$ cat src/rtl/multi_qam_mapper_pkg.sv
// rtl/multi_qam_mapper_pkg.sv - shared types and helpers for the multi-mode QAM mapper
package mapper_pkg;

  typedef enum logic [1:0] {IDLE, RUN, FLUSH} state_t;

  // IQ word layout: I in the upper half, Q in the lower half
  localparam int IQ_W  = 16;
  localparam int I_LSB = 16;
  localparam int Q_LSB = 0;

  // First LUT entry of the table for a given bits-per-symbol
  function automatic logic [7:0] lut_base(input logic [2:0] b);
    return 8'd1 << b;
  endfunction

  function automatic logic [2:0] clamp_bps(input logic [2:0] b, input int max_bps);
    if (b == 3'd0) return 3'd1;
    if (int'(b) > max_bps) return 3'(max_bps);
    return b;
  endfunction

endpackage

$ cat src/rtl/multi_qam_mapper_if.sv
// rtl/multi_qam_mapper_if.sv - payload-in and symbol-out stream bundle for the mapper
interface multi_qam_mapper_if #(
  parameter int IN_WIDTH  = 32,
  parameter int SYM_WIDTH = 32
);
  logic [IN_WIDTH-1:0]  t0_data;
  logic                 t0_last;
  logic                 t0_valid;
  logic                 t0_ready;
  logic [SYM_WIDTH-1:0] i_data;
  logic                 i_last;
  logic                 i_valid;
  logic                 i_ready;

  modport master (
    output t0_data, t0_last, t0_valid, i_ready,
    input  t0_ready, i_data, i_last, i_valid
  );

  modport slave (
    input  t0_data, t0_last, t0_valid, i_ready,
    output t0_ready, i_data, i_last, i_valid
  );
endinterface

$ cat src/rtl/multi_qam_mapper_lut.sv
// rtl/multi_qam_mapper_lut.sv - constellation RAM with registered read into a 2-entry output queue
module mapper_lut #(
  parameter int ADDR_W = 7,
  parameter int DATA_W = 32
) (
  input  logic              clk,
  input  logic              rst,
  input  logic              cfg_we,
  input  logic [ADDR_W-1:0] cfg_addr,
  input  logic [DATA_W-1:0] cfg_data,
  input  logic              rd_valid,
  output logic              rd_ready,
  input  logic [ADDR_W-1:0] rd_addr,
  input  logic              rd_last,
  output logic              out_valid,
  input  logic              out_ready,
  output logic [DATA_W-1:0] out_data,
  output logic              out_last
);

  logic [DATA_W-1:0] mem [0:(1<<ADDR_W)-1];
  logic [DATA_W-1:0] q_data [0:1];
  logic              q_last [0:1];
  logic              wr_ptr, rd_ptr;
  logic [1:0]        count;
  logic              push, pop;

  // A slot frees up in the same cycle the head is taken downstream
  assign rd_ready  = (count != 2'd2) || out_ready;
  assign push      = rd_valid && rd_ready;
  assign out_valid = (count != 2'd0);
  assign pop       = out_valid && out_ready;
  assign out_data  = out_valid ? q_data[rd_ptr] : '0;
  assign out_last  = out_valid && q_last[rd_ptr];

  always_ff @(posedge clk) begin
    if (cfg_we) mem[cfg_addr] <= cfg_data;
  end

  always_ff @(posedge clk) begin
    if (push) begin
      q_data[wr_ptr] <= mem[rd_addr];
      q_last[wr_ptr] <= rd_last;
    end
  end

  always_ff @(posedge clk) begin
    if (rst) begin
      wr_ptr <= 1'b0;
      rd_ptr <= 1'b0;
      count  <= 2'd0;
    end else begin
      if (push) wr_ptr <= ~wr_ptr;
      if (pop)  rd_ptr <= ~rd_ptr;
      count <= count + {1'b0, push} - {1'b0, pop};
    end
  end

endmodule

$ cat src/rtl/multi_qam_mapper.sv
// rtl/multi_qam_mapper.sv - unpacks payload words into 1..MAX_BPS-bit symbols and maps them via LUT
// MAPPER_SYM_CNT_EN: builds the per-packet sym_count counter; otherwise sym_count is tied to 0.
module multi_qam_mapper
  import mapper_pkg::*;
#(
  parameter int IN_WIDTH  = 32,
  parameter int SYM_WIDTH = 32,
  parameter int MAX_BPS   = 6
) (
  input  logic                 clk,
  input  logic                 rst,
  input  logic [2:0]           bps,
  input  logic                 cfg_we,
  input  logic [MAX_BPS:0]     cfg_addr,
  input  logic [SYM_WIDTH-1:0] cfg_data,
  output logic [15:0]          sym_count,
  multi_qam_mapper_if.slave    bus
);

  localparam int ADDR_W = MAX_BPS + 1;
  localparam int BUF_W  = IN_WIDTH + MAX_BPS - 1;
  localparam int CNT_W  = $clog2(BUF_W + 1);

  state_t             state, state_nx;
  logic [BUF_W-1:0]   bit_buf, bit_buf_nx, merged;
  logic [CNT_W-1:0]   cnt, cnt_nx;
  logic [2:0]         bps_l, bps_nx;
  logic               last_l, last_nx;
  logic               cnt_ge, space, emit, sym_last;
  logic [MAX_BPS-1:0] sym_src, sym_mask, sym;
  logic [ADDR_W-1:0]  lut_addr;
  logic [SYM_WIDTH-1:0] lut_dout;

  assign cnt_ge   = (cnt >= CNT_W'(bps_l));
  // Residual bits sit below cnt and everything above is zero, so OR-in is a safe append
  assign merged   = bit_buf | (BUF_W'(bus.t0_data) << cnt);
  assign sym_mask = MAX_BPS'((32'd1 << bps_l) - 32'd1);
  assign sym      = sym_src & sym_mask;
  assign lut_addr = ADDR_W'(lut_base(bps_l)) | ADDR_W'(sym);

  assign bus.t0_ready = !rst && ((state == IDLE) ||
                                 (state == RUN && !cnt_ge && !last_l && space));

  always_comb begin
    state_nx   = state;
    bit_buf_nx = bit_buf;
    cnt_nx     = cnt;
    bps_nx     = bps_l;
    last_nx    = last_l;
    emit       = 1'b0;
    sym_last   = 1'b0;
    sym_src    = bit_buf[MAX_BPS-1:0];
    case (state)
      IDLE: begin
        if (bus.t0_valid && bus.t0_ready) begin
          bit_buf_nx = BUF_W'(bus.t0_data);
          cnt_nx     = CNT_W'(IN_WIDTH);
          bps_nx     = clamp_bps(bps, MAX_BPS);
          last_nx    = bus.t0_last;
          state_nx   = RUN;
        end
      end
      RUN: begin
        if (cnt_ge) begin
          emit     = space;
          sym_last = last_l && (cnt == CNT_W'(bps_l));
          if (space) begin
            bit_buf_nx = bit_buf >> bps_l;
            cnt_nx     = cnt - CNT_W'(bps_l);
          end
        end else if (!last_l) begin
          // Straddling symbol: take the next word and emit in the same cycle
          if (bus.t0_valid && space) begin
            emit       = 1'b1;
            sym_src    = merged[MAX_BPS-1:0];
            bit_buf_nx = merged >> bps_l;
            cnt_nx     = cnt + CNT_W'(IN_WIDTH) - CNT_W'(bps_l);
            last_nx    = bus.t0_last;
          end
        end else if (cnt != '0) begin
          state_nx = FLUSH;
        end else begin
          state_nx = IDLE;
        end
      end
      FLUSH: begin
        emit     = space;
        sym_last = 1'b1;
        if (space) begin
          bit_buf_nx = '0;
          cnt_nx     = '0;
          state_nx   = IDLE;
        end
      end
      default: state_nx = IDLE;
    endcase
  end

  always_ff @(posedge clk) begin
    if (rst) begin
      state   <= IDLE;
      bit_buf <= '0;
      cnt     <= '0;
      bps_l   <= 3'd1;
      last_l  <= 1'b0;
    end else begin
      state   <= state_nx;
      bit_buf <= bit_buf_nx;
      cnt     <= cnt_nx;
      bps_l   <= bps_nx;
      last_l  <= last_nx;
    end
  end

  mapper_lut #(
    .ADDR_W (ADDR_W),
    .DATA_W (SYM_WIDTH)
  ) u_lut (
    .clk       (clk),
    .rst       (rst),
    .cfg_we    (cfg_we),
    .cfg_addr  (cfg_addr),
    .cfg_data  (cfg_data),
    .rd_valid  (emit),
    .rd_ready  (space),
    .rd_addr   (lut_addr),
    .rd_last   (sym_last),
    .out_valid (bus.i_valid),
    .out_ready (bus.i_ready),
    .out_data  (lut_dout),
    .out_last  (bus.i_last)
  );

  assign bus.i_data = {lut_dout[I_LSB +: IQ_W], lut_dout[Q_LSB +: IQ_W]};

`ifdef MAPPER_SYM_CNT_EN
  logic clr_pending;
  logic out_hs;

  assign out_hs = bus.i_valid && bus.i_ready;

  // Final count stays visible for one cycle after the i_last handshake
  always_ff @(posedge clk) begin
    if (rst) begin
      sym_count   <= 16'd0;
      clr_pending <= 1'b0;
    end else begin
      clr_pending <= out_hs && bus.i_last;
      if (clr_pending)  sym_count <= out_hs ? 16'd1 : 16'd0;
      else if (out_hs)  sym_count <= sym_count + 16'd1;
    end
  end
`else
  assign sym_count = 16'd0;
`endif

endmodule

$ cat src/flat_wrapper.sv
// flat-port wrapper written by rule: the top's interface ports become plain ports
module multi_qam_mapper_flat import mapper_pkg::*;
#(
  parameter int IN_WIDTH  = 32,
  parameter int SYM_WIDTH = 32,
  parameter int MAX_BPS   = 6
)
  (clk, rst, bps, cfg_we, cfg_addr, cfg_data, sym_count, bus_t0_data, bus_t0_last, bus_t0_valid, bus_i_ready, bus_t0_ready, bus_i_data, bus_i_last, bus_i_valid);
  multi_qam_mapper_if #(.IN_WIDTH(IN_WIDTH), .SYM_WIDTH(SYM_WIDTH)) bus_i ();
  input  logic clk;
  input  logic rst;
  input  logic [2:0] bps;
  input  logic cfg_we;
  input  logic [MAX_BPS:0] cfg_addr;
  input  logic [SYM_WIDTH-1:0] cfg_data;
  output logic [15:0] sym_count;
  input wire logic [$bits(bus_i.t0_data)-1:0] bus_t0_data;
  input wire logic [$bits(bus_i.t0_last)-1:0] bus_t0_last;
  input wire logic [$bits(bus_i.t0_valid)-1:0] bus_t0_valid;
  input wire logic [$bits(bus_i.i_ready)-1:0] bus_i_ready;
  output wire logic [$bits(bus_i.t0_ready)-1:0] bus_t0_ready;
  output wire logic [$bits(bus_i.i_data)-1:0] bus_i_data;
  output wire logic [$bits(bus_i.i_last)-1:0] bus_i_last;
  output wire logic [$bits(bus_i.i_valid)-1:0] bus_i_valid;
  assign bus_i.t0_data = bus_t0_data;
  assign bus_i.t0_last = bus_t0_last;
  assign bus_i.t0_valid = bus_t0_valid;
  assign bus_i.i_ready = bus_i_ready;
  assign bus_t0_ready = bus_i.t0_ready;
  assign bus_i_data = bus_i.i_data;
  assign bus_i_last = bus_i.i_last;
  assign bus_i_valid = bus_i.i_valid;
  multi_qam_mapper #(.IN_WIDTH(IN_WIDTH), .SYM_WIDTH(SYM_WIDTH), .MAX_BPS(MAX_BPS)) u_core (.clk(clk), .rst(rst), .bps(bps), .cfg_we(cfg_we), .cfg_addr(cfg_addr), .cfg_data(cfg_data), .sym_count(sym_count), .bus(bus_i));
endmodule
$ cat config.mk
export PLATFORM = sky130hd
export DESIGN_NAME = multi_qam_mapper_flat
export DESIGN_NICKNAME = d
export VERILOG_FILES = /design/src/rtl/multi_qam_mapper_pkg.sv /design/src/rtl/multi_qam_mapper_if.sv /design/src/rtl/multi_qam_mapper_lut.sv /design/src/rtl/multi_qam_mapper.sv /design/src/flat_wrapper.sv
export SDC_FILE = /design/constraint.sdc
export NUM_CORES = 2
export LEC_CHECK = 0
export CAP_MARGIN = 20
export CORE_MARGIN = 5
export CORE_UTILIZATION = 40
export DETAILED_ROUTE_END_ITERATION = 12
export DONT_BUFFER_PORTS = 1
export PLACE_DENSITY = 0.51
export SYNTH_ARGS = -nofsm -noshare
export SYNTH_HDL_FRONTEND = slang
export SYNTH_HIERARCHICAL = 1
export SYNTH_MEMORY_MAX_BITS = 65536
export SYNTH_SLANG_ARGS = --single-unit
$ cat constraint.sdc
create_clock -name clk -period 7.97 [get_ports clk]
set_input_delay 1.594 -clock clk [delete_from_list [all_inputs] [get_ports clk]]
set_output_delay 1.594 -clock clk [all_outputs]
set_load 0.01 [all_outputs]
# Yosys cells after proc, flatten, opt, wreduce, memory -nomap -nowiden
# Memory sizes are Yosys's and may differ from the RTL's. A register that Yosys moved wholly into a read port is not among the register bits.
# Cells that the tools add are included.
# totals
word_cells	120
n_memories	3
regBits	53
mem_bits_rw	4162
in_bits	80
# classes
n_lt_le_gt_ge	2
mux	55
shifts	5
add_sub_neg	6
bitwise	5
n_reduce_logical	25
n_eq_ne	11
# memory_table
name	depth	width	read_ports	rd_clocked_by_memory_dff	write_ports	line_no	text
u_core.u_lut.mem	128	32	1	0	1	multi_qam_mapper_lut.sv:21	logic [DATA_W-1:0] mem [0:(1<<ADDR_W)-1];
u_core.u_lut.q_data	2	32	1	1	1	multi_qam_mapper_lut.sv:22	logic [DATA_W-1:0] q_data [0:1];
u_core.u_lut.q_last	2	1	1	1	1	multi_qam_mapper_lut.sv:23	logic q_last [0:1];
# ops
operator	n
37-bit 2-to-1 mux	6
37-bit case mux with 3 select lines	1
37-bit by 3-bit right shift with 37-bit output	2
6-bit 2-to-1 mux	10
37-bit OR	1
32-bit by 6-bit << shifter with 37-bit output	1
32-bit 2-to-1 mux	1
1-bit 2-to-1 mux	23
6-bit case mux with 3 select lines	1
3-bit 2-to-1 mux	4
6-bit by 3-bit subtractor with 6-bit output	2
1-bit logical AND	10
2-bit 2-to-1 mux	5
7-bit by 6-bit OR with 7-bit output	1
1-bit by 3-bit << shifter with 7-bit output (first input constant)	1
6-bit adder (second input constant)	1
6-bit bitwise AND	1
6-bit by 3-bit equality test with 1-bit output	1
6-bit by 3-bit >= comparator with 1-bit output	1
2-bit inequality test (second input constant)	3
3-bit inequality test (second input constant)	2
1-bit case mux with 2 select lines	3
2-bit case mux with 3 select lines	1
6-bit AND reduction	1
other kinds (20)	26

# Logic depth before layout (Yosys ltp)
# depth
depth_word	15
ltp_mapped	19
mapped_depth_nobuf	15

# Modules after synthesis
# Netlist, hierarchy kept.
# modules_own_cells
module	area_each_um2	instances	cells_per_inst
mapper_lut	158319.3	1	6121
multi_qam_mapper	6988.0	1	851

# Worst setup path after synthesis
# OpenSTA, ideal clock, no wires.
# synth_path
path_type	reg-to-reg
from	register u_core.bps_l[1]
to	memory u_core.u_lut.q_data[0][0], data pin
required_time_ns	7.708
synth_period_minus_slack_ns	5.675
arrival_time_ns	5.413
stages_incl_launch_ff	19
path_slack_ns	2.295
path_cell_list	dfxtp_1 > inv_1 > buf_1 > clkbuf_1 > buf_1 > ha_1 > a21oi_1 > o2111a_1 > and3_1 > a311oi_1 > a21oi_1 > clkbuf_1 > buf_2 > clkbuf_1 > clkbuf_1 > mux4_2 > mux4_2 > mux4_2 > mux2_2
# synth_via
elab_chain_len	6
word_cells_on_any_way	9
classes_between	1 x add/sub; 1 x order compare; 2 x shift; 2 x mux; 2 x bitwise; 1 x memory
# synth_rtl
element	line_no	text
start: declaration	multi_qam_mapper.sv:27	logic [2:0] bps_l, bps_nx;
start signal: assignment	multi_qam_mapper.sv:110	bps_l <= bps_nx;
6-bit by 3-bit >= comparator with 1-bit output	multi_qam_mapper.sv:34	assign cnt_ge = (cnt >= CNT_W'(bps_l));
6-bit 2-to-1 mux	multi_qam_mapper.sv:64	if (cnt_ge) begin
6-bit 2-to-1 mux	multi_qam_mapper.sv:53	case (state)
6-bit bitwise AND	multi_qam_mapper.sv:38	assign sym = sym_src & sym_mask;
7-bit by 6-bit OR with 7-bit output *	multi_qam_mapper.sv:39	assign lut_addr = ADDR_W'(lut_base(bps_l)) | ADDR_W'(sym);
net u_core.lut_addr[2]	multi_qam_mapper.sv:31	logic [ADDR_W-1:0] lut_addr;
memory 128 x 32 bit *	-	
end: declaration	multi_qam_mapper_lut.sv:22	
# The timed path passes the listed nets; every way through them passes the cells marked *.

# Final worst setup path
# layout_path
from	register u_core.cnt[4]
to	memory u_core.u_lut.q_data[1][4], data pin
# layout_via
elab_chain_len	9
word_cells_on_any_way	10
classes_between	1 x order compare; 1 x shift; 4 x mux; 3 x bitwise; 1 x memory
# layout_rtl
element	line_no	text
start: declaration	multi_qam_mapper.sv:26	logic [CNT_W-1:0] cnt, cnt_nx;
start signal: assignment	multi_qam_mapper.sv:109	cnt <= cnt_nx;
32-bit by 6-bit << shifter with 37-bit output	multi_qam_mapper.sv:36	assign merged = bit_buf | (BUF_W'(bus.t0_data) << cnt);
37-bit OR	multi_qam_mapper.sv:36	
6-bit 2-to-1 mux	multi_qam_mapper.sv:73	if (bus.t0_valid && space) begin
6-bit 2-to-1 mux	multi_qam_mapper.sv:71	end else if (!last_l) begin
6-bit 2-to-1 mux *	multi_qam_mapper.sv:64	
6-bit 2-to-1 mux *	multi_qam_mapper.sv:53	
6-bit bitwise AND *	multi_qam_mapper.sv:38	
7-bit by 6-bit OR with 7-bit output *	multi_qam_mapper.sv:39	
net u_core.lut_addr[0]	multi_qam_mapper.sv:31	
memory 128 x 32 bit *	-	
# Marked as above.

==> results.sh <==
export IMPL_rows=236
export IMPL_drv_slew=0
export IMPL_wl_per_cell_um=35.39
export IMPL_layout_commonest_cell="edfxtp_1"
export IMPL_cap_viol_max_count=0
export IMPL_worst_path_max_fanout=74
export IMPL_syn_to_final_growth_pct=13.90
export IMPL_final_cell_mix="edfxtp_1 (4,162), mux4_2 (1,394), clkbuf_16 (443)"
export IMPL_die_area_mm2=0.4262
export IMPL_hpwl_mm=252.7
export IMPL_ant_nets=0
export IMPL_fin_area_mm2=0.1883
export IMPL_holdWs_ns=0.4918
export IMPL_period_share_pct=82.53
export IMPL_status="finished, final reports clean"
export IMPL_worstMarginPinSlew_ns=1.141
export IMPL_first_pass_iters=8
export IMPL_postSynthAreaPerCell_um2=23.71
export IMPL_synth_edf_count=4162
export IMPL_drt_iter0_drc=9108
export IMPL_gp_congestion=0.8829
export IMPL_pin_count=131
export IMPL_dieWidth_um=652.9
export IMPL_first_global_vias=79810
export IMPL_dpl_cell_area_mm2=0.1745
export IMPL_finalSetupViolCount=0
export IMPL_holdBufCountCts=0
export IMPL_crit_type="flip-flop to flip-flop"
export IMPL_drive_gt1_share_pct=33.12
export IMPL_cts_setup_buffers=0
export IMPL_cts_sinks=4216
export IMPL_cts_repair_resized=0
export IMPL_numPortBuffers=0
export IMPL_grt_remaining_overflow=0
export IMPL_clk_latency_ns=0.97
export IMPL_root_buffer="clkbuf_16"
export IMPL_synthCells=6972
export IMPL_synth_top_flop_cell="edfxtp_1"
export IMPL_hold_class="flip-flop to flip-flop"
export IMPL_cp_arrival_ns=7.26
export IMPL_grt_max_degree=129
export IMPL_final_setup_tns_ns=0
export IMPL_cts_tree="done"
export IMPL_nets=7403
export IMPL_coreArea_mm2=0.4125
export IMPL_final_setup_skew_ns=0.04992
export IMPL_avgViaCountPerCell=5.986
export IMPL_rsz0062_at_grt="no"
export IMPL_hold_violations=0
export IMPL_p_leak_uw=0.05632
export IMPL_synthArstFlopShare_pct=0
export IMPL_peakVddDrop_v=0.0001809
export IMPL_fmax_mhz=152.0
export IMPL_syn_cell_area_mm2=0.1653
export IMPL_required_ns=8.65
export IMPL_grt_usage_pct=21.68
export IMPL_yosysUniqueCellTypes=78
export IMPL_ys_warnings_count=6
export IMPL_drc_errors=0
export IMPL_path_clk_slew_ns=0.06
export IMPL_synth_seq_area_share_pct=76.26
export IMPL_vias=78960
export IMPL_htreeDepth=5
export IMPL_initial_core_util_pct=40.07
export IMPL_start_kind="flip-flop"
export IMPL_cts_buffer_depth=4
export IMPL_die_h_um=652.9
export IMPL_grt_pass1_wl_mm=648.7
export IMPL_antenna_found_initial=51
export IMPL_wirelength_mm=466.7
export IMPL_min_period_ns=6.578
export IMPL_cts_buffers=436
export IMPL_p_per_area_mw_per_mm2=275.4
export IMPL_ys_seq_elements=4216
export IMPL_endpoint_kind="flip-flop"
export IMPL_relSlewSlack_pct=23.77
==> sequential cells by signal, summed over array words and instances (netlist names), 2 cells and up, named ones only <==
| name | flops |
|---|---|
| u_core/u_lut/q_data | 64 |
| u_core/state | 2 |
| u_core/u_lut/q_last | 2 |
| u_core/u_lut/mem | 4096 |
| u_core/bit_buf | 37 |
| u_core/cnt | 6 |
| u_core/bps_l | 3 |
| u_core/u_lut/count | 2 |
==> path summary, 6_finish.rpt <==
kind	startpoint	cells past startpoint	slack, ns	end
max reg2reg	u_core/cnt[4]$_SDFFE_PP0P_	12	1.39	u_core/u_lut/q_data[1][4]$_DFFE_PP_
max	u_core/cnt[4]$_SDFFE_PP0P_	12	1.39	u_core/u_lut/q_data[1][4]$_DFFE_PP_
min reg2reg	u_core/bit_buf[23]$_SDFFE_PP0P_	2	0.49	u_core/bit_buf[23]$_SDFFE_PP0P_
min	u_core/bit_buf[23]$_SDFFE_PP0P_	2	0.49	u_core/bit_buf[23]$_SDFFE_PP0P_
==> power breakdown <==
| group | switching [µW] | internal (µW) | total (µW) |
|---|---|---|---|
| registers | 78.0 | 24500 | 24600 |
| clock network | 8520 | 11100 | 19600 |
| logic | 4100 | 3540 | 7640 |
==> per-stage QoR <==
stage | utilization, % | std cells | power [µW] | setup slack, ns
4_1_cts | 45.61 | 13140 | 52360 | 1.473
5_1_grt | 45.62 | 13150 | 53620 | 1.215
3_3_place_gp | 42.27 | 12330 | 32760 | 1.316
6_report | 45.64 | 13190 | 51860 | 1.392
2_1_floorplan | - | 6987 | 30040 | 2.295
3_5_place_dp | 42.30 | 12340 | 32800 | 1.517
==> metal layers <==
layer | GRT usage [%] | routed length, µm | up-vias | share of wire, %
met5 | 0 | 27 | - | 0.0058
met2 | 34.18 | 221600 | 3167 | 47
li1 | - | - | 30970 | -
met1 | 31.57 | 197300 | 44230 | 42
met4 | 4.589 | 10420 | 4 | 2.2
met3 | 4.336 | 37350 | 585 | 8.0
==> critical path, stage by stage, from the launching register on <==
cell,delay (ns)
dfxtp_1,0.69
inv_1,0.45
ha_1,0.39
nand3b_1,0.28
o2111a_1,0.36
and3_1,0.35
a211o_4,0.54
buf_4,0.24
buf_12,0.42
mux4_2,0.60
mux4_2,0.63
mux4_2,0.69
mux2_2,0.35
==> cell type report <==
| class | count | area [µm²] |
|---|---|---|
| diodes | 50 | 125.1 |
| clock buffers | 527 | 11410 |
| clock inverters | 274 | 2236 |
| fillers | 33890 | 224200 |
| inverters | 24 | 90.09 |
| multi-input cells | 2327 | 38480 |
| flip-flops and latches | 4216 | 126100 |
| well taps | 5474 | 6849 |
| repair buffers | 298 | 3019 |
==> cell usage after synthesis (13+ instances only) <==
library cell | instances | area (µm²)
and3_1 | 13 | 81.33
a21oi_1 | 79 | 395.4
edfxtp_1 | 4162 | 125000
nor2b_1 | 18 | 112.6
a31oi_1 | 17 | 106.4
inv_1 | 20 | 75.07
mux2_2 | 67 | 754.5
a211oi_1 | 22 | 165.2
nand3_1 | 36 | 180.2
buf_1 | 52 | 195.2
mux2i_1 | 70 | 700.7
buf_4 | 24 | 180.2
nand2_1 | 74 | 277.8
dfxtp_1 | 54 | 1081
ha_1 | 17 | 212.7
nor3_1 | 27 | 135.1
mux4_2 | 1394 | 31400
clkbuf_1 | 241 | 904.6
nor2_1 | 260 | 975.9
buf_2 | 99 | 495.5
o21ai_0 | 29 | 145.1
==> cell families (layout without fill, tap and decap cells) <==
| logic type | after synthesis | count (layout) | synth area share (%) |
|---|---|---|---|
| other | 1 | 66 | 0.002269 |
| and+or+nand+nor | 472 | 472 | 1.246 |
| DFF | 4216 | 4216 | 76.26 |
| xor gates and xnor gates | 10 | 10 | 0.05298 |
| muxes | 1537 | 1537 | 19.97 |
| AOI/OAI and AO/OA | 272 | 272 | 1.150 |
| adders and majority gates | 20 | 20 | 0.1650 |
| buffers and inverters | 444 | 1123 | 1.158 |
Note: power is estimated with default switching activity, not from simulation.
